$ cat config.mk
export PLATFORM = sky130hd
export DESIGN_NAME = mem_arbiter
export DESIGN_NICKNAME = d
export VERILOG_FILES = /design/src/rtl/mem_arbiter.sv
export SDC_FILE = /design/constraint.sdc
export NUM_CORES = 1
export LEC_CHECK = 0
export BUFFER_PORTS_ARGS = -buffer_cell sky130_fd_sc_hd__clkbuf_2
export CORE_MARGIN = 4
export CORE_UTILIZATION = 50
export CTS_CLUSTER_DIAMETER = 50
export CTS_CLUSTER_SIZE = 30
export DETAILED_ROUTE_END_ITERATION = 16
export GPL_TIMING_DRIVEN = 1
export PLACE_DENSITY = 0.86
export SETUP_SLACK_MARGIN = 0.02
export SLEW_MARGIN = 20
export SYNTH_ARGS = -nofsm -noshare
export SYNTH_HDL_FRONTEND = slang
export SYNTH_SLANG_ARGS = --single-unit
$ cat constraint.sdc
create_clock -name clk -period 5 [get_ports clk]
set_input_delay 0.5 -clock clk [delete_from_list [all_inputs] [get_ports clk]]
set_output_delay 0.5 -clock clk [all_outputs]
set_load 0.1 [all_outputs]
$ cat src/rtl/mem_arbiter.sv
// mem_arbiter: arbitrates the fetch port (A) and the data port (B) onto one pmem
// interface. One transaction is outstanding at a time. B has priority, and a
// streak guard forces an A grant after STARVE_LIMIT consecutive B grants.
module mem_arbiter #(
    parameter int unsigned STARVE_LIMIT = 4,
    parameter int unsigned CNT_WIDTH    = 16
) (
    input  logic                 clk,
    input  logic                 rst,
    input  logic                 read_a,
    input  logic [15:0]          address_a,
    output logic                 resp_a,
    output logic [15:0]          rdata_a,
    input  logic                 read_b,
    input  logic                 write_b,
    input  logic [1:0]           wmask_b,
    input  logic [15:0]          address_b,
    input  logic [15:0]          wdata_b,
    output logic                 resp_b,
    output logic [15:0]          rdata_b,
    output logic                 pmem_read,
    output logic                 pmem_write,
    output logic [1:0]           pmem_wmask,
    output logic [15:0]          pmem_address,
    output logic [15:0]          pmem_wdata,
    input  logic                 pmem_resp,
    input  logic [15:0]          pmem_rdata,
    output logic [CNT_WIDTH-1:0] conflict_count,
    output logic [CNT_WIDTH-1:0] starve_count
);

    localparam logic [3:0] LIMIT = 4'(STARVE_LIMIT);

    typedef enum logic [1:0] {IDLE, BUSY_A, BUSY_B} state_e;

    state_e                 state_q, state_d;
    logic [3:0]             streak_q, streak_d;
    logic [15:0]            addr_q, addr_d;
    logic [15:0]            wdata_q, wdata_d;
    logic [1:0]             wmask_q, wmask_d;
    logic                   is_write_q, is_write_d;
    logic [CNT_WIDTH-1:0]   conflict_q, conflict_d;
    logic [CNT_WIDTH-1:0]   starve_q, starve_d;

    logic req_a, req_b, force_a;

    assign req_a   = read_a;
    assign req_b   = read_b | write_b;
    assign force_a = req_a && (streak_q >= LIMIT);

    // Grant decision, request latching, streak and performance counters
    always_comb begin
        state_d    = state_q;
        streak_d   = streak_q;
        addr_d     = addr_q;
        wdata_d    = wdata_q;
        wmask_d    = wmask_q;
        is_write_d = is_write_q;
        conflict_d = conflict_q;
        starve_d   = starve_q;
        case (state_q)
            IDLE: begin
                if (req_a && req_b) begin
                    conflict_d = conflict_q + CNT_WIDTH'(1);
                end
                if (req_b && !force_a) begin
                    state_d    = BUSY_B;
                    addr_d     = address_b;
                    wdata_d    = wdata_b;
                    wmask_d    = wmask_b;
                    is_write_d = write_b;
                    if (req_a) begin
                        streak_d = (streak_q == 4'd15) ? 4'd15 : streak_q + 4'd1;
                    end else begin
                        streak_d = 4'd0;
                    end
                end else if (req_a) begin
                    state_d  = BUSY_A;
                    addr_d   = address_a;
                    streak_d = 4'd0;
                    if (force_a) begin
                        starve_d = starve_q + CNT_WIDTH'(1);
                    end
                end
            end
            BUSY_A, BUSY_B: begin
                if (pmem_resp) begin
                    state_d = IDLE;
                end
            end
            default: state_d = IDLE;
        endcase
    end

    // pmem drive and response pass-through, decoded from the current state only
    always_comb begin
        pmem_read    = 1'b0;
        pmem_write   = 1'b0;
        pmem_wmask   = 2'b00;
        pmem_address = 16'h0000;
        pmem_wdata   = 16'h0000;
        resp_a       = 1'b0;
        rdata_a      = 16'h0000;
        resp_b       = 1'b0;
        rdata_b      = 16'h0000;
        case (state_q)
            BUSY_A: begin
                pmem_read    = 1'b1;
                pmem_wmask   = 2'b11;
                pmem_address = addr_q;
                resp_a       = pmem_resp;
                rdata_a      = pmem_resp ? pmem_rdata : 16'h0000;
            end
            BUSY_B: begin
                pmem_read    = !is_write_q;
                pmem_write   = is_write_q;
                pmem_wmask   = wmask_q;
                pmem_address = addr_q;
                pmem_wdata   = wdata_q;
                resp_b       = pmem_resp;
                rdata_b      = pmem_resp ? pmem_rdata : 16'h0000;
            end
            default: ;
        endcase
    end

    assign conflict_count = conflict_q;
    assign starve_count   = starve_q;

    // State and latch registers with synchronous reset
    always_ff @(posedge clk) begin
        if (rst) begin
            state_q    <= IDLE;
            streak_q   <= 4'd0;
            addr_q     <= 16'h0000;
            wdata_q    <= 16'h0000;
            wmask_q    <= 2'b00;
            is_write_q <= 1'b0;
            conflict_q <= '0;
            starve_q   <= '0;
        end else begin
            state_q    <= state_d;
            streak_q   <= streak_d;
            addr_q     <= addr_d;
            wdata_q    <= wdata_d;
            wmask_q    <= wmask_d;
            is_write_q <= is_write_d;
            conflict_q <= conflict_d;
            starve_q   <= starve_d;
        end
    end

endmodule

======== Word-level counts from Yosys, hierarchy flattened ========
Index checks and enable logic that the tools add are counted.
storage, ports and cells
  output and inout port bits .............. 102
  word-level logic and storage cells ...... 52
  bits in read-only memories .............. 0
  memories kept ........................... 0
  RAM bits ................................ 0
  bits of input ports ..................... 72
  bits in registers ....................... 73
  bits in latches ......................... 0
operators by class
  div/mod/pow operators ................... 0
  $add $sub $neg .......................... 3
  $mul .................................... 0
  shifts and indexed selects .............. 0
  magnitude comparators ................... 1
  equality and inequality tests ........... 5
  reduce and logical (&&, ||, !) cells .... 13
  bitwise logic cells ..................... 2
  multiplexer cells ....................... 20
operators by type and width
  kind                   count
  $mux 16                7
  $add 16x1->16 const B  2
  $mux 4                 4
  $pmux 2 s2             2
  $reduce_and 2->1       4
  $mux 2                 3
  $add 4x1->4 const B    1
  $eq 4x4->1 const B     1
  $ge 4x3->1 const B     1
  $reduce_and 4->1       1
  $logic_and 1x1->1      3
  $mux 1                 3
  $ne 3x3->1 const B     1
  $eq 2x1->1 const B     1
  $eq 2x2->1 const B     1
  $logic_not 1->1        2
  $logic_not 2->1        1
  $ne 2x1->1 const B     1
  $pmux 1 s2             1
  $reduce_bool 2->1      1
  $reduce_or 2->1        1
  $not 1->1              1
  $or 1x1->1             1

======== Longest topological paths before layout ========
  depth in word-level cells ............... 6
  mapped depth ............................ 8
  gate-level depth less buffers ........... 6

======== Worst setup path before layout ========
No wires, ideal clock.
  path type ............................... register to output
  from .................................... register state_q[0]
  to ...................................... output pmem_wmask[0]
  data required time ...................... 4.500 ns
  buffers on the path ..................... 1
  stages on the path, launching flop included .. 5
  setup slack ............................. 2.252 ns
  arrival ................................. 2.248 ns
  cells stage by stage .................... dfxtp_1 -> inv_1 -> ha_1 -> clkbuf_1 -> nor2b_1
between the ends
  cells in the longest elaborated chain, start to end .. 2
  elaborated cells on any way between the ends .. 3
  classes of those cells .................. 2 x eq/ne; 1 x mux
ends and longest elaborated chain
  item                                             RTL line  text
  from (decl)                                      36        state_e state_q, state_d;
  from (signal assigned)                           142       state_q <= state_d;
  $eq 2x2->1 / $eq 2x1->1 (equally long branches)  106       case (state_q)
  $pmux 2 s2 *                                     106
  to (decl)                                        23        output logic [1:0] pmem_wmask,
Mark *: on every way between the ends. The rest lies on a longest branch, timed or not.

======== Final worst setup path ========
  from .................................... register state_q[0]
  to ...................................... register starve_q[15], in the netlist starve_count[15]
between the ends
  cells in the longest elaborated chain, start to end .. 2
ends and longest elaborated chain
  item                        RTL line  text
  $logic_not 2->1             61        case (state_q)
  $reduce_and 4->1 (no line)  --
  to (signal assigned)        149       starve_q <= starve_d;
  to (decl)                   43        logic [CNT_WIDTH-1:0] starve_q, starve_d;
Every way passes these cells.
A chain may end at the register's enable or synchronous reset.

==> run summary <==
Die ar.: 0.00867 sq mm
Fin. Hold Viols: 0
RSZ-0062 raised after global routing: no
Worst Hold Class: primary input to flip-flop
Maximum Capacitance Violations: 0
Nets: 688
Vias per cell: 5.31
Sw Share: 38.7%
Power share of the sequential group: 40.5%
# DRC: 0
Num CTS Buffers: 9
Static leakage: 2.24 nW
Share of cells above drive strength 1: 32.4%
Peak supply drop: 0.189 mV
Rows: 30
Cell area after synthesis: 0.00362 sq mm
Crit. Startpoint: state_q[0]
Register area share after synthesis: 40.3%
Routed Antenna Nets: 0
Port bufs: 173
Clock H-tree levels: 3
Final Skew: 0.00792 ns
Min Tclk post-route: 3.00 ns
Psw: 0.611 mW
YS warnings: 0
Vias in the first global route: 3476
Worst setup SP type: flip-flop
Area of the core: 0.00691 sq mm
Die H: 93.1 um
CTS clk-pin slew, worst paths: 0.08 ns
Yosys cell types: 40
Final GP Congestion: 0.776
Slew HR: 33.7%
Period utilization: 60.0%
Post-synth EDFFs: 0
N_diodes: 0
CP endpoint kind: flip-flop
Power, Total: 1.58 mW
Final setup viols: 0
Cell with the most instances after synthesis: dfxtp_1
Mapped Avg Cell Area: 7.87 sq um
Largest net degree at the start of global routing: 77
Filler cells: 631
Critical path arrival: 3.27 ns
Multi-input logic area: 0.00199 sq mm
Total track usage: 22.4%
Top cells by area, synth: dfxtp_1 40%, nand2_1 6.4%, and2_1 6.2%
DR iter-0 viols: 166
CTS tree: yes
Synth top area share: 40.3%
Max Root-Sink Buffers: 2
Postcts setup bufs: 0
Initial antenna violation count: 0
Clock sink count: 73
Via count: 3777
Drt pass-1 iters: 4
Syn_nets: 538
Gr ovfl total: 0
CP required: 5.27 ns
Mapped Cells: 460
Critical path class: flip-flop to flip-flop
CTS Root Cell: clkbuf_8
Reg-to-reg startpoint: state_q[0]
Area Growth Syn to Fin: 29.4%
Top FF cell, synth: dfxtp_1
Pins over their slew limit: 0
Worst skew pair latency: 0.35 ns
I/O Pins: 174
Die Wd: 93.1 um
Outcome: complete, no violations
Final HPWL DP: 7420 um
Cell Int Power: 0.967 mW
Initial Util: 52.4%
Reg area: 0.00146 sq mm
Synthesized flop and latch total: 73
WHS: 0.374 ns
Comb pwr share: 29.2%
Final TNS setup: 0 ns
First-pass GRT wire length: 15900 um
Post-cts resize count: 0
Clk pwr share: 30.3%
Post-synth ARST share: 0%
Hold path start: wdata_b[3]
Largest area contributor in the netlist: dfxtp_1
CP Max Fanout: 26
Total Wirelength: 10200 um
Cell Pwr Density: 337 mW/mm^2
Post-synth top cells: 73 x dfxtp_1, 62 x nand2_1, 44 x nor2_1, 36 x and2_1, 33 x and3_1
Fmax: 333 MHz
Measured slew at the worst slew-check pin: 0.994 ns
Hold Buf Count CTS: 0
Wire per inst: 14.3 um
sequential cells by signal (all words and copies together) (netlist names):
name            count
addr_q             16
conflict_count     16
starve_count       16
wdata_q            16
streak_q            4
state_q             2
wmask_q             2
is_write_q          1
power groups by stage:
stage	sequential, mW	clock, mW	combinational [mW]
global route	0.644	0.509	0.490
global placement	0.650	0	0.454
floorplan	0.660	0	0.363
finish	0.639	0.478	0.461
CTS	0.639	0.485	0.462
detailed placement	0.652	0	0.461
routing by layer:
| metal | GRT usage [%] | routed length [um] | up-vias |
|---|---|---|---|
| met5 | 0 | 0 | - |
| met4 | 8.55 | 191 | 0 |
| met3 | 4.99 | 758 | 16 |
| met2 | 41.3 | 5200 | 140 |
| met1 | 25.0 | 4040 | 1741 |
| li1 | - | - | 1880 |
kinds of logic (layout without fill, tap and decap cells):
kind of cell	after synthesis	count (layout)	synth area share, %
mux	6	6	1.80
xor+xnor	18	18	4.35
compound gates	67	67	12.2
fa+ha+maj	6	6	2.07
flops	73	73	40.3
simple gates	246	246	34.6
buf+inv	44	199	4.70
final timing paths:
kind / slack, ns / cells after the start / end
max: 2.00 / 6 / starve_count[15]
min reg2reg: 0.45 / 2 / wdata_q[4]
max reg2reg: 2.00 / 6 / starve_count[15]
min: 0.37 / 3 / wdata_q[3]
placed cells by master (no fill, tap or decap), types with 2 or more instances in the layout:
cell,count
mux2_1,2
and2_1,35
inv_1,9
and3_1,33
o21ai_0,11
mux2_2,2
nor3b_1,2
nor2_1,44
dfxtp_1,73
a311oi_1,16
a22oi_1,2
ha_1,6
clkinvlp_4,2
clkbuf_8,10
inv_6,2
a21oi_1,31
xor2_1,3
nand3_1,30
nor3_1,7
nor2b_1,6
or3_1,9
nand2b_1,2
clkbuf_2,173
mux2i_1,2
nand4_1,4
xnor2_1,15
nand2_1,62
nor4_1,4
worst max-delay path, stage by stage, from the launching register on:
cell      delay (ns)
dfxtp_1         0.34
inv_1           0.09
ha_1            0.82
o211ai_2        0.51
or3_4           0.54
or4_1           0.48
a21oi_1         0.14
metrics by stage:
stage	instances	setup slack, ns	instance area [sq um]	util (%)
4_1_cts	711	2.04	4680	67.8
3_5_place_dp	695	2.08	4480	64.9
5_1_grt	711	1.83	4690	67.8
2_1_floorplan	460	2.25	3620	-
3_3_place_gp	695	2.17	4480	64.9
6_report	711	2.00	4690	67.8
final cells by class:
cell class	count	share of cell area (%)
clock buffers	11	3.02
multi-input cells	343	42.5
well taps	96	2.56
clock inverters	5	1.34
inverters	9	0.721
flip-flops and latches	73	31.2
repair buffers	174	18.6
No activity file was read; power rests on OpenSTA's default activity.
